==> src/rtl/ce_gen_pkg.sv <==
// ce_gen_pkg: shared definitions for the multi-channel clock-enable generator.
//   ch_idx_w()   width of a channel index (never less than 1 bit)
//   ch_state_e   per-channel run state
//   CNT_W_DEF    default divisor/counter width
package ce_gen_pkg;

   localparam int CNT_W_DEF = 16;

   typedef enum logic [0:0] {
      ST_STOP = 1'b0,
      ST_RUN  = 1'b1
   } ch_state_e;

   function automatic int ch_idx_w(input int n);
      return (n <= 1) ? 1 : $clog2(n);
   endfunction

endpackage

==> src/rtl/ce_gen_channel.sv <==
// ce_gen_channel: one clock-enable channel (counter, active/shadow divisor,
// pending flag, STOP/RUN state). Optional square-wave output is built only
// when CE_GEN_SQ_OUT_EN is defined; otherwise sq is tied low.
//
// Ports:
//   clk_from_FPGA  board clock
//   rst_from_FPGA  asynchronous active-low reset
//   run            level enable for this channel
//   wr_en          divisor write for this channel (already qualified by ready)
//   wr_data        new divisor
//   ce             registered one-cycle enable pulse
//   sq             registered square wave, toggles on every ce pulse
//   pending        shadow divisor waiting for the next terminal count
//
// state   | meaning
// --------+-------------------------------------------------------------
// ST_STOP | idle: counter 0, outputs low, writes go straight to active_div
// ST_RUN  | counting: writes land in shadow, applied at terminal count
import ce_gen_pkg::*;

module ce_gen_channel #(
   parameter int CNT_W       = CNT_W_DEF,
   parameter int DEFAULT_DIV = 101
) (
   input  logic             clk_from_FPGA,
   input  logic             rst_from_FPGA,
   input  logic             run,
   input  logic             wr_en,
   input  logic [CNT_W-1:0] wr_data,
   output logic             ce,
   output logic             sq,
   output logic             pending
);

   ch_state_e        state_q, state_d;
   logic [CNT_W-1:0] cnt_q, cnt_d;
   logic [CNT_W-1:0] act_q, act_d;
   logic [CNT_W-1:0] shd_q, shd_d;
   logic             pend_q, pend_d;
   logic             ce_q, ce_d;
   logic [CNT_W-1:0] term;
   logic             at_term;

   // Divisor 0 behaves as 1, so the terminal value is 0 in both cases.
   always_comb begin
      term    = (act_q == '0) ? '0 : act_q - CNT_W'(1);
      at_term = (cnt_q == term);
   end

   always_comb begin
      state_d = state_q;
      cnt_d   = cnt_q;
      act_d   = act_q;
      shd_d   = shd_q;
      pend_d  = pend_q;
      ce_d    = 1'b0;
      // The edge that first samples run high already counts, so the
      // first pulse lands exactly eff_div edges after run is seen.
      if (run) begin
         state_d = ST_RUN;
         if (at_term) begin
            cnt_d = '0;
            ce_d  = 1'b1;
            if (pend_q) begin
               act_d  = shd_q;
               pend_d = 1'b0;
            end
         end else begin
            cnt_d = cnt_q + CNT_W'(1);
         end
      end else begin
         state_d = ST_STOP;
         cnt_d   = '0;
         if (pend_q) begin
            act_d  = shd_q;
            pend_d = 1'b0;
         end
      end
      // Placed after the terminal-count update so a write on the terminal
      // edge becomes pending instead of being consumed by that boundary.
      if (wr_en) begin
         if (state_q == ST_STOP) begin
            act_d = wr_data;
         end else begin
            shd_d  = wr_data;
            pend_d = 1'b1;
         end
      end
   end

   always_ff @(posedge clk_from_FPGA or negedge rst_from_FPGA) begin
      if (!rst_from_FPGA) begin
         state_q <= ST_STOP;
         cnt_q   <= '0;
         act_q   <= CNT_W'(DEFAULT_DIV);
         shd_q   <= CNT_W'(DEFAULT_DIV);
         pend_q  <= 1'b0;
         ce_q    <= 1'b0;
      end else begin
         state_q <= state_d;
         cnt_q   <= cnt_d;
         act_q   <= act_d;
         shd_q   <= shd_d;
         pend_q  <= pend_d;
         ce_q    <= ce_d;
      end
   end

`ifdef CE_GEN_SQ_OUT_EN
   logic sq_q, sq_d;

   always_comb begin
      sq_d = run ? (sq_q ^ at_term) : 1'b0;
   end

   always_ff @(posedge clk_from_FPGA or negedge rst_from_FPGA) begin
      if (!rst_from_FPGA) begin
         sq_q <= 1'b0;
      end else begin
         sq_q <= sq_d;
      end
   end

   assign sq = sq_q;
`else
   assign sq = 1'b0;
`endif

   assign ce      = ce_q;
   assign pending = pend_q;

endmodule

==> src/rtl/ce_gen_multi.sv <==
// ce_gen_multi: NUM_CH independent clock-enable generators in the board
// clock domain, with runtime divisor writes that take effect only on period
// boundaries. Square-wave outputs exist only when CE_GEN_SQ_OUT_EN is defined.
//
// Ports:
//   clk_from_FPGA  board clock
//   rst_from_FPGA  asynchronous active-low reset
//   run            per-channel level enable
//   div_wr_en      divisor write request
//   div_wr_ch      target channel (out-of-range writes are dropped)
//   div_wr_data    new divisor
//   div_wr_ready   write accepted on an edge with div_wr_en && div_wr_ready
//   ce_out         per-channel one-cycle enable pulse
//   sq_out         per-channel 50 % square wave
import ce_gen_pkg::*;

module ce_gen_multi #(
   parameter int  NUM_CH      = 2,
   parameter int  CNT_W       = CNT_W_DEF,
   parameter int  DEFAULT_DIV = 101,
   localparam int CH_W        = ch_idx_w(NUM_CH)
) (
   input  logic              clk_from_FPGA,
   input  logic              rst_from_FPGA,
   input  logic [NUM_CH-1:0] run,
   input  logic              div_wr_en,
   input  logic [CH_W-1:0]   div_wr_ch,
   input  logic [CNT_W-1:0]  div_wr_data,
   output logic              div_wr_ready,
   output logic [NUM_CH-1:0] ce_out,
   output logic [NUM_CH-1:0] sq_out
);

   logic [NUM_CH-1:0] pending;
   logic [NUM_CH-1:0] wr_sel;
   logic              rdy;

   // A channel holding a pending divisor refuses further writes until the
   // boundary applies it; unmatched channel indices stay ready and drop.
   always_comb begin
      rdy    = 1'b1;
      wr_sel = '0;
      for (int i = 0; i < NUM_CH; i++) begin
         if (div_wr_ch == CH_W'(i)) begin
            rdy       = !pending[i];
            wr_sel[i] = div_wr_en && !pending[i];
         end
      end
   end

   assign div_wr_ready = rdy;

   for (genvar g = 0; g < NUM_CH; g++) begin : g_ch
      ce_gen_channel #(
         .CNT_W       (CNT_W),
         .DEFAULT_DIV (DEFAULT_DIV)
      ) u_ch (
         .clk_from_FPGA (clk_from_FPGA),
         .rst_from_FPGA (rst_from_FPGA),
         .run           (run[g]),
         .wr_en         (wr_sel[g]),
         .wr_data       (div_wr_data),
         .ce            (ce_out[g]),
         .sq            (sq_out[g]),
         .pending       (pending[g])
      );
   end

endmodule

==> config.mk <==
export PLATFORM = sky130hd
export DESIGN_NAME = ce_gen_multi
export DESIGN_NICKNAME = d
export VERILOG_FILES = /design/src/rtl/ce_gen_pkg.sv /design/src/rtl/ce_gen_channel.sv /design/src/rtl/ce_gen_multi.sv
export SDC_FILE = /design/constraint.sdc
export NUM_CORES = 1
export LEC_CHECK = 0
export ABC_AREA = 1
export CAP_MARGIN = 40
export CORE_MARGIN = 2
export CORE_UTILIZATION = 65
export DETAILED_ROUTE_END_ITERATION = 12
export PLACE_DENSITY = 0.84
export SYNTH_ARGS = -nofsm -noshare
export SYNTH_HDL_FRONTEND = slang
export SYNTH_SLANG_ARGS = --single-unit
==> constraint.sdc <==
create_clock -name clk_from_FPGA -period 6.91 [get_ports clk_from_FPGA]
set_input_delay 1.0365 -clock clk_from_FPGA [delete_from_list [all_inputs] [get_ports clk_from_FPGA]]
set_output_delay 1.0365 -clock clk_from_FPGA [all_outputs]
set_load 0.005 [all_outputs]
==> results of run 1 <==
-- state kept, by name (all words and copies together), names as in the netlist --
signal and count:
g_ch.u_ch.state_q 2, g_ch.u_ch.shd_q 32, g_ch.u_ch.ce 2, g_ch.u_ch.pending 2
g_ch.u_ch.act_q 32, g_ch.u_ch.cnt_q 32
-- placed cells by master (no fill, tap or decap) --
master	count
nor2_4	5
clkinvlp_4	1
clkbuf_1	3
buf_4	2
buf_8	2
nor3_2	1
nand3_1	122
dfstp_2	16
and3_1	1
clkinv_2	1
buf_6	1
xnor2_1	1
dfrtp_1	86
conb_1	2
nand2_4	1
nor3_1	11
o21ai_1	8
o211ai_1	1
inv_1	114
nand2_1	302
nor2_2	4
o21ai_0	72
clkdlybuf4s50_1	23
nand4_1	21
nor4_1	2
nor2_1	117
xor2_1	13
a21oi_2	2
a21oi_1	14
and2_1	1
a31oi_1	3
or2_2	1
nand2_2	5
nor3b_1	8
ha_1	4
clkbuf_8	9
nand3b_1	3
inv_6	2
-- worst max-delay path, cell delays in order, from the launching register on --
cell     delay [ns]
dfstp_2        0.54
inv_1          0.10
ha_1           0.27
nand2_2        0.13
nor2_2         0.07
nand2_4        0.21
nand3_1        0.13
nor2_1         0.16
nor2_1         0.06
o21ai_0        0.07
nor2_1         0.06
nand2_1        0.57
nand2_1        0.54
buf_8          0.32
nand2_1        0.06
nand3_1        0.06
nand2_1        0.09
inv_1          0.04
-- per-layer routing --
metal | up-vias | GRT usage (%) | share of wire [%]
met4 | 0 | 7.24 | 1.3
met1 | 2830 | 46.3 | 50
met5 | - | 0 | 0
met2 | 193 | 43.2 | 42
li1 | 3110 | - | -
met3 | 11 | 7.33 | 6.4
-- per-stage QoR --
stage | area (µm²) | utilization (%) | hold WS (ns)
after detailed placement | 6770 | 69.2 | 0.469
after CTS | 6930 | 70.9 | 0.493
after floorplan | 6540 | - | 0.448
after global placement | 6720 | 68.8 | 0.461
after global routing | 6930 | 70.9 | 0.516
final | 6930 | 70.9 | 0.492
-- Yosys cell counts (4+ instances only) --
cell type	instances	area, µm²
a21oi_1	14	70.1
buf_2	4	20.0
buf_4	7	52.6
buf_6	7	78.8
clkbuf_1	18	67.6
dfrtp_1	86	2150
dfstp_2	16	420
ha_1	4	50.1
inv_1	114	428
nand2_1	302	1130
nand2_2	5	31.3
nand3_1	122	611
nand4_1	21	131
nor2_1	117	439
nor2_2	4	25.0
nor2_4	5	56.3
nor3_1	11	55.1
nor3b_1	8	60.1
o21ai_0	72	360
o21ai_1	8	40.0
xor2_1	13	114
-- cells by family (layout without fill, tap and decap cells) --
| group | Yosys count | in the layout | share of synthesized area [%] |
|---|---|---|---|
| adders and majority gates | 4 | 4 | 0.766 |
| AOI/OAI and AO/OA | 100 | 100 | 7.87 |
| xor gates and xnor gates | 14 | 14 | 1.88 |
| and+or+nand+nor | 605 | 605 | 40.1 |
| other | 1 | 2 | 0.0574 |
| buffers and inverters | 152 | 158 | 10.0 |
| DFF | 102 | 102 | 39.4 |
-- power breakdown --
| part | internal, mW | total, mW | switching [mW] |
|---|---|---|---|
| Sequential | 0.692 | 0.776 | 0.0836 |
| Combinational | 0.178 | 0.496 | 0.318 |
| Clock | 0.134 | 0.344 | 0.210 |
-- path summary, 6_finish.rpt --
check,start,end,slack (ns)
max reg2reg,g_ch[0].u_ch.act_q[0],g_ch[0].u_ch.act_q[4],3.32
min in group asynchronous,rst_from_FPGA,g_ch[1].u_ch.act_q[8],0.63
max in group asynchronous,rst_from_FPGA,g_ch[1].u_ch.cnt_q[4],5.16
min reg2reg,g_ch[0].u_ch.shd_q[6],g_ch[0].u_ch.shd_q[6],0.49
max,g_ch[0].u_ch.act_q[0],g_ch[0].u_ch.act_q[4],3.32
min,g_ch[0].u_ch.shd_q[6],g_ch[0].u_ch.shd_q[6],0.49
-- layout make-up --
type | instances | area [µm²] | area share [%]
multi-input combinational | 725 | 3310 | 47.8
sequential | 102 | 2570 | 37.1
inverter | 114 | 428 | 6.17
timing repair buffer | 28 | 287 | 4.13
tap | 133 | 166 | 2.40
clock buffer | 12 | 135 | 1.95
clock inverter | 4 | 30.0 | 0.433
==> impl_metrics.ini, run 1 <==
[route]
drtIter0Drc = 549
vias = 6144
routed_wl_um = 15400
drt_pass1_iterations = 7
via_per_inst = 5.50
routedWlPerCell_um = 13.8
ant_nets = 0
drc = 0

[timing]
maxSlewHeadroom_pct = 37.8
rsz0062_at_grt = no
max_slew.worst_pin.slew_ns = 0.930
final_hold_viol_count = 0
finalClockSkew_ns = 0.0148
period_minus_slack_ns = 3.59
timing.final.crit_share_pct = 52.0
drv_slew = 0
max_freq_ghz = 0.279
setup_viol = 0
worst_slack_ns = 3.32
fin_tns_setup_ns = 0

[placement]
placed_cells_incl_taps = 1102
pre_cts_slack_ns = 3.39
gp_congestion = 0.960
io_buffers = 24
dp_hpwl_um = 11300

[power_and_ir_drop]
p_per_area_nw_per_um2 = 233
p_leak_nw = 3.38
fin_total_pwr_mw = 1.62
ir_worst_vdd_uv = 260

[yosys]
synth_edf_count = 0
seq_area_frac_synth_pct = 39.4
ys_warn_count = 0
synthArstFlopShare_pct = 100
synth-seq-cells = 102
synth_area_um2 = 6540
syn_area_per_cell_um2 = 6.68
synthCells = 978
synth_ff_type = dfrtp_1
synth_cell_types = 34

[critical_path]
start_kind = register
crit_fanout = 26
required_ns = 7.20
critPathKind = reg -> reg
cp.arrival_ns = 3.88
worst_setup_path_end_kind = register
rr_worst_depth = 17

[grt]
grt_max_degree = 59
antenna_found_initial = 0
grt_usage_pct = 30.2
grt_overflow = 0
grt_pass1_wl_um = 26300
grt_pass1_vias = 5441

[clock_tree]
tritoncts = yes
holdBufCountCts = 0
cts_resized = 0
cts_sinks = 102
insertion_delay_ns = 0.39
cts-root-buf = clkbuf_8
clockBufferDepth = 2
h-tree-depth = 3
cts_buffers = 9
clk_pin_slew_worst_paths_ns = 0.09
cts_setup_buffers = 0

[hold_path]
hp-class = reg -> reg
worstHoldPathCells = 2

[run]
cap_violations = 0

[cells_and_area]
final_cells = 1118
layout-drive-gt1-share_pct = 5.38
syn2layout_area_growth_pct = 6.05
nNetsFinal = 1006
insertedDiodeCount = 0
nFillCells = 876

[floorplan]
num_rows = 36
ios = 27
start_util_pct = 66.9
core_area_um2 = 9770
die_h_um = 104
dieArea_um2 = 10900
die_x_um = 104

[run_status]
status = finished clean
Power figures use the tool's default switching activity.
==> inputs of run 2 (changes only) <==
- CORE_UTILIZATION: 65 -> 62
- PLACE_DENSITY: 0.84 -> 0.81
- clock period: 6.91 -> 3.55 ns (I/O delays scaled with it)
==> run 2 against run 1 <==
- clock skew increased by 0.0018 ns
- global-route usage is 0.31 points lower
- via count up 0.54%
- first-iteration DRC count down 13%
- setup slack lost 2.9 ns
- die area increased by 4.6%
- sequential share of layout area is 0.47 points lower
- routed wire length rose by 1.9%
- fmax is 15% higher
- clock power is 120% higher
- critical endpoint is now g_ch[1].u_ch.act_q[12]
==> impl_metrics.ini, run 2 (synthesis gave the netlist of run 1 again) <==
[cells_and_area]
layout_commonest_cell = nand2_1
insertedDiodeCount = 0
nFillCells = 931
finalInstanceArea_um2 = 7020
syn2layout_area_growth_pct = 7.41
layout-drive-gt1-share_pct = 6.25
most-common-layout-cells = nand2_1 (302), nand3_1 (122), nor2_1 (117), inv_1 (114), dfrtp_1 (86)
nNetsFinal = 1014
top_regs = g_ch.u_ch.act_q (32), g_ch.u_ch.cnt_q (32), g_ch.u_ch.shd_q (32)

[placement]
dp_hpwl_um = 11500
gp_congestion = 0.962
pre_cts_slack_ns = 0.522
io_buffers = 24
post_dp_cell_area_um2 = 6820

[critical_path]
crit_fanout = 29
worst_setup_path_end_kind = register
r2r_slack_ns = 0.43
start_kind = register
cp.arrival_ns = 3.38
required_ns = 3.82
critPathKind = reg -> reg

[route]
drt_pass1_iterations = 5
wl_met1_um = 7860
routed.top_layer = met4
wl_met2_um = 6500
dr_wl_met3_um = 1120
routedWlPerCell_um = 13.9
ant_nets = 0
drtIter0Drc = 479
vias = 6177
routed_wl_um = 15700
drc = 0
via_per_inst = 5.48

[timing]
max_slew.worst_pin.slew_ns = 0.783
drv_slew = 0
fin_tns_setup_ns = 0
setup_viol = 0
maxSlewHeadroom_pct = 47.8
period_minus_slack_ns = 3.12
final_hold_viol_count = 0
rsz0062_at_grt = no
worst_slack_ns = 0.434
max_freq_ghz = 0.321
finalClockSkew_ns = 0.0166
timing.final.crit_share_pct = 87.8

[run_status]
status = finished clean

[clock_tree]
cts_buffers = 9
cts_resized = 0
tritoncts = yes
cts-root-buf = clkbuf_8
clk_pin_slew_worst_paths_ns = 0.10
insertion_delay_ns = 0.40
cts_sinks = 102
holdBufCountCts = 0
clockBufferDepth = 2
h-tree-depth = 3
cts_setup_buffers = 0

[grt]
grt_usage_pct = 29.9
antenna_found_initial = 0
grt_pass1_wl_um = 26900
grt_overflow = 0
grt_max_degree = 64
grt_pass1_vias = 5452

[power_and_ir_drop]
p_per_area_nw_per_um2 = 462
ir_worst_vdd_uv = 417
p_leak_nw = 3.43

[hold_path]
hp-class = in -> async

[floorplan]
num_rows = 37
die_h_um = 107
core_area_um2 = 10300
dieArea_um2 = 11400
die_x_um = 107
ios = 27
start_util_pct = 63.6

[run]
cap_violations = 0
-- run 2: final timing paths --
kind / from / endpoint / depth (start not counted)
setup / recovery: g_ch[1].u_ch.act_q[0] / g_ch[1].u_ch.act_q[12] / 15
max in group asynchronous: rst_from_FPGA / g_ch[0].u_ch.act_q[0] / 2
min in group clk_from_FPGA: g_ch[0].u_ch.shd_q[14] / g_ch[0].u_ch.shd_q[14] / 2
hold reg to reg: g_ch[0].u_ch.shd_q[14] / g_ch[0].u_ch.shd_q[14] / 2
hold / removal: rst_from_FPGA / g_ch[1].u_ch.shd_q[3] / 1
setup reg to reg: g_ch[1].u_ch.act_q[0] / g_ch[1].u_ch.act_q[12] / 15
-- run 2: per-stage QoR --
stage               util (%)  hold slack (ns)  total power [mW]  cells
finish                  68.3            0.205              3.24   1128
global route            68.3            0.269              3.48   1128
CTS                     68.3            0.231              3.24   1128
global placement        66.4            0.461              2.46   1113
floorplan                  -            0.237              2.21    979
detailed placement      66.4            0.468              2.48   1113
-- run 2: report_power, final --
| group | switching [mW] | internal [mW] |
|---|---|---|
| Sequential | 0.159 | 1.35 |
| Clock | 0.412 | 0.345 |
| Combinational | 0.624 | 0.352 |
| Total | 1.20 | 2.05 |
-- run 2: area by class of cell --
type	instances	area, µm²	share of cell area, %
clock inverters	4	55.1	0.784
repair buffers	36	340	4.85
inverters	114	428	6.10
multi-input cells	725	3310	47.2
well taps	136	170	2.42
clock buffers	11	141	2.01
flip-flops and latches	102	2570	36.6
-- run 2: routing by layer --
layer	up-vias	global-route usage [%]
met2	204	42.7
met1	2822	46.5
met3	18	6.93
met5	-	0
li1	3133	-
met4	0	6.31
-- run 2: worst max-delay path, cell delays in order (launching register included) --
cell and delay (ns):
dfstp_2 0.54, inv_1 0.11, ha_1 0.27, nand2_1 0.15, nor2_1 0.08, nand2_2 0.36
nand2_1 0.17, xnor2_1 0.17, nor2_1 0.09, nand3_1 0.09, nor2_1 0.12, nand2_2 0.08
nand2_2 0.45, nand2_1 0.12, nand3_1 0.11, o21ai_1 0.08
